--- src/rtl/msg_stream_sched.sv ---
// rtl/msg_stream_sched.sv - paced valid/ready streamer for four fixed ASCII messages
module msg_stream_sched #(
    parameter int HOLD_CYCLES = 4,
    parameter int GAP_CYCLES  = 8
) (
    input  logic       clk,
    input  logic       rst_n,
    input  logic [1:0] sel,
    input  logic       start,
    input  logic       repeat_en,
    input  logic       abort,
    input  logic       ready_in,
    output logic [7:0] char_out,
    output logic       valid_out,
    output logic       last_out,
    output logic [1:0] msg_id,
    output logic       busy,
    output logic       done
);

    // Counter only has to reach max(HOLD, GAP) - 1.
    localparam int CNT_MAX = (HOLD_CYCLES > GAP_CYCLES) ? HOLD_CYCLES : GAP_CYCLES;
    localparam int CW      = (CNT_MAX > 1) ? $clog2(CNT_MAX) : 1;
    localparam logic [CW-1:0] HOLD_LAST = CW'((HOLD_CYCLES > 0) ? HOLD_CYCLES - 1 : 0);
    localparam logic [CW-1:0] GAP_LAST  = CW'(GAP_CYCLES - 1);

    // Messages stored right-aligned, first character in the highest used byte.
    localparam logic [103:0] MSG0 = {32'd0, "Guatemala"};
    localparam logic [103:0] MSG1 = {48'd0, "Quetzal"};
    localparam logic [103:0] MSG2 = {56'd0, "Zacapa"};
    localparam logic [103:0] MSG3 = "Soy de Zacapa";

    typedef enum logic [1:0] {
        S_IDLE = 2'd0,
        S_SEND = 2'd1,
        S_HOLD = 2'd2,
        S_GAP  = 2'd3
    } state_t;

    state_t        state, state_nxt;
    logic [3:0]    idx, idx_nxt;
    logic [CW-1:0] cnt, cnt_nxt;
    logic [1:0]    msg_id_nxt;
    logic          done_nxt;

    logic [103:0]  rom_vec;
    logic [3:0]    last_idx;
    logic [3:0]    pos;
    logic [7:0]    cur_char;
    logic          is_last;

    // Message ROM lookup for the latched selection and current index.
    always_comb begin
        rom_vec  = MSG0;
        last_idx = 4'd8;
        case (msg_id)
            2'd0: begin rom_vec = MSG0; last_idx = 4'd8;  end
            2'd1: begin rom_vec = MSG1; last_idx = 4'd6;  end
            2'd2: begin rom_vec = MSG2; last_idx = 4'd5;  end
            2'd3: begin rom_vec = MSG3; last_idx = 4'd12; end
            default: begin rom_vec = MSG0; last_idx = 4'd8; end
        endcase
        pos      = last_idx - idx;
        cur_char = rom_vec[{pos, 3'b000} +: 8];
        is_last  = (idx == last_idx);
    end

    // State and datapath registers; reset clears everything without a clock.
    always_ff @(posedge clk or posedge rst_n) begin
        if (rst_n) begin
            state  <= S_IDLE;
            idx    <= 4'd0;
            cnt    <= '0;
            msg_id <= 2'd0;
            done   <= 1'b0;
        end else begin
            state  <= state_nxt;
            idx    <= idx_nxt;
            cnt    <= cnt_nxt;
            msg_id <= msg_id_nxt;
            done   <= done_nxt;
        end
    end

    // Next-state logic; abort outranks every other transition once busy.
    always_comb begin
        state_nxt  = state;
        idx_nxt    = idx;
        cnt_nxt    = cnt;
        msg_id_nxt = msg_id;
        done_nxt   = 1'b0;
        case (state)
            S_IDLE: begin
                if (start) begin
                    msg_id_nxt = sel;
                    idx_nxt    = 4'd0;
                    cnt_nxt    = '0;
                    state_nxt  = S_SEND;
                end
            end
            S_SEND: begin
                if (abort) begin
                    state_nxt = S_IDLE;
                    idx_nxt   = 4'd0;
                    cnt_nxt   = '0;
                end else if (ready_in) begin
                    cnt_nxt = '0;
                    if (is_last) begin
                        if (repeat_en) begin
                            state_nxt = S_GAP;
                        end else begin
                            state_nxt = S_IDLE;
                            idx_nxt   = 4'd0;
                            done_nxt  = 1'b1;
                        end
                    end else begin
                        idx_nxt = idx + 4'd1;
                        if (HOLD_CYCLES > 0) begin
                            state_nxt = S_HOLD;
                        end
                    end
                end
            end
            S_HOLD: begin
                if (abort) begin
                    state_nxt = S_IDLE;
                    idx_nxt   = 4'd0;
                    cnt_nxt   = '0;
                end else if (cnt == HOLD_LAST) begin
                    state_nxt = S_SEND;
                    cnt_nxt   = '0;
                end else begin
                    cnt_nxt = cnt + 1'b1;
                end
            end
            S_GAP: begin
                if (abort) begin
                    state_nxt = S_IDLE;
                    idx_nxt   = 4'd0;
                    cnt_nxt   = '0;
                end else if (cnt == GAP_LAST) begin
                    state_nxt  = S_SEND;
                    msg_id_nxt = sel;
                    idx_nxt    = 4'd0;
                    cnt_nxt    = '0;
                end else begin
                    cnt_nxt = cnt + 1'b1;
                end
            end
            default: begin
                state_nxt = S_IDLE;
                idx_nxt   = 4'd0;
                cnt_nxt   = '0;
            end
        endcase
    end

    // Character outputs are forced to zero whenever nothing is being offered.
    always_comb begin
        valid_out = (state == S_SEND);
        char_out  = (state == S_SEND) ? cur_char : 8'h00;
        last_out  = (state == S_SEND) && is_last;
        busy      = (state != S_IDLE);
    end

endmodule

--- config.mk ---
export PLATFORM = sky130hd
export DESIGN_NAME = msg_stream_sched
export DESIGN_NICKNAME = d
export VERILOG_FILES = /design/src/rtl/msg_stream_sched.sv
export SDC_FILE = /design/constraint.sdc
export NUM_CORES = 1
export LEC_CHECK = 0
export CORE_AREA = 2 2 53 55
export CTS_BUF_LIST = sky130_fd_sc_hd__clkbuf_16
export DETAILED_ROUTE_END_ITERATION = 16
export DIE_AREA = 0 0 55 57
export PLACE_DENSITY = 0.78
export RECOVER_POWER = 100
export SLEW_MARGIN = 20
export SYNTH_ARGS = -nofsm -noshare
export SYNTH_HDL_FRONTEND = slang
export SYNTH_SLANG_ARGS = --single-unit
--- constraint.sdc ---
create_clock -name clk -period 3.8 [get_ports clk]
set_input_delay 0.76 -clock clk [delete_from_list [all_inputs] [get_ports clk]]
set_output_delay 0.76 -clock clk [all_outputs]
set_load 0.02 [all_outputs]
==> metrics.txt <==
initial antenna violation count=0; Die Y=57 µm; most frequent cells in the layout=a21oi_1 (18), nor2_1 (15), ha_1 (15); Ys Warns=0; IO Pins=22; Synth Flop Type=dfrtp_1; setup_tns=0 ns; fmax=276 MHz; R2R depth=9; post-synth top area share=0.235; vias=1299; Crit Path Max Fanout=14; TritonCTS clock tree=yes; All-Layer GR Usage=0.226; core area=2620 µm²; largest net degree at the start of global routing=15; RSZ-0062 raised after global routing=false; layout cells sized above 1=0.122; dpl hpwl=2.40 mm; Routed Antenna Nets=0; drt wl/cell=14.3 µm; worst min-delay path class=reg2reg; min-delay src=cnt[1]; Inserted Diodes=0; fillcell total=228; CP startpoint=msg_id[1]; WP buf/inv=6; Crit. End Element=output pin; syn_nets=186; Final #Nets=215; CP delay by family, top=buffers and inverters; crit-path cells=inv_1 -> buf_4 -> ha_1 -> inv_1 -> ha_1 -> buf_4 -> a21oi_1 -> o21ai_0 -> xnor2_1 -> buf_4 -> o31ai_1 -> a21oi_1 -> dlygate4sd2_1; Seq cells post-synth=12; Setup Buffers After CTS=0; worst slew pin tran=0.591 ns; CP Data Arrival Time=2.86 ns; die width=55 µm; top cells by area, synth=dfrtp_1 (24%), ha_1 (15%), a21oi_1 (7.1%); vias in the first global route=1251; fin crit share=0.952; CTS sink count=12; final hold slack=0.509 ns; post-synth cell types=42; area leader, netlist=dfrtp_1; hold_buf cts=0; H-tree levels=1; Via density=5.90; Root Buffer=clkbuf_16; wirelength, routed=3.14 mm; R2R Path Start=msg_id[1]; DRC violations left=0; Area Growth Syn to Fin=27.7%; final hold viol count=0; critical path's most frequent cell=buf_4; syn_area_per_cell=7.89 µm²; Worst-path clk slew=0.04 ns; Seq/Total Area, Yosys=0.235; CP Launch Type=flop; Slew Viols, Final=0; EDFF count, synth=0; total gr overflow=0; WS Path Type=reg2out; status=finished clean; asr flop ratio synth=1.00; Min Clock Period, post-route=3.62 ns; Initial DRC Count=57; Req. time, crit path=3.04 ns; r2r setup slk=1.58 ns; PortBufs=20; synthesized instance count=162; slowest stage cell, crit path=dfrtp_1; worst hold stages=1; later-pin clock latency in the skew report=0.24 ns; Die ar.=3140 µm²; Worst path max stage delay=0.39 ns; critical path depth=13; endpoints failing setup=0; first-pass GRT wire length=5.31 mm; TritonRoute pass-1 iters=4; GPL Wtd Cong=0.867; Num CTS Buffers=3; Max Cap Viol=0; Max Root-Sink Buffers=2; Mapped Area=1280 µm²; Relative slew margins=0.606; Clock Skew=0.00120 ns; commonest non-fill, non-tap cell in the layout=a21oi_1; Site Rows=19; Initial Util=0.489
-- routing by layer --
| layer | GRT usage | vias up | routed length [µm] |
|---|---|---|---|
| li1 | - | 630 | - |
| met1 | 0.258 | 615 | 1290 |
| met2 | 0.406 | 45 | 1630 |
| met3 | 0.0471 | 9 | 163 |
| met4 | 0.0697 | 0 | 49 |
| met5 | 0 | - | 0 |
-- cells in the mapped netlist, drive strengths merged (2+ instances only) --
| cell type | instances |
|---|---|
| nand2b | 3 |
| dfrtp | 12 |
| a31oi | 2 |
| mux2i | 4 |
| nor2 | 15 |
| buf | 5 |
| a22o | 3 |
| a22oi | 2 |
| nand4 | 2 |
| nand3 | 5 |
| xor2 | 2 |
| clkbuf | 4 |
| a211oi | 3 |
| xnor2 | 4 |
| a21oi | 18 |
| nor3 | 7 |
| ha | 15 |
| inv | 14 |
| nand2 | 14 |
| nor4 | 2 |
| o21ai | 10 |
-- cell families (layout without fill, tap and decap cells) --
kind of cell,after synthesis,after routing,synth area share
adders and majority gates,16,16,0.163
and+or+nand+nor,54,54,0.214
other,1,1,0.00294
buffers and inverters,23,50,0.0842
xor gates and xnor gates,6,6,0.0411
AOI/OAI and AO/OA,45,45,0.220
DFF,12,12,0.235
muxes,5,5,0.0402
-- timing repair --
item                                    in CTS  in global routing
gates resized for setup                      5                 11
hold endpoints to repair                     0                  0
endpoints found under the setup margin       6                  5
-- area by class of cell --
| cell class | count | area (µm²) | area share |
|---|---|---|---|
| multi-input cells | 127 | 885 | 0.542 |
| flip-flops and latches | 12 | 300 | 0.184 |
| repair buffers | 33 | 275 | 0.169 |
| clock buffers | 3 | 75.1 | 0.0460 |
| inverters | 14 | 57.6 | 0.0353 |
| well taps | 31 | 38.8 | 0.0238 |
-- flip-flops by register name, summed over array words and instances (netlist names) --
signal and flops:
state 2, cnt 3, idx 4, msg_id 2, done 1
-- through the flow --
stage / cells / worst slack, ns / util / area [µm²]
2_1_floorplan: 162 / 0.312 / - / 1280
3_3_place_gp: 217 / 0.0678 / 0.598 / 1560
3_5_place_dp: 217 / 0.0230 / 0.598 / 1560
4_1_cts: 220 / -0.0789 / 0.628 / 1640
5_1_grt: 220 / 0.0285 / 0.624 / 1630
6_report: 220 / 0.183 / 0.624 / 1630
-- final timing paths --
kind / endpoint
min in group asynchronous: idx[3]
hold / removal: cnt[1]
hold reg to reg: cnt[1]
max in group asynchronous: msg_id[0]
setup / recovery: char_out[1]
setup reg to reg: idx[0]
Power is not shown: default switching activity piles up to over one toggle a cycle in this logic, so the estimate is an artifact.
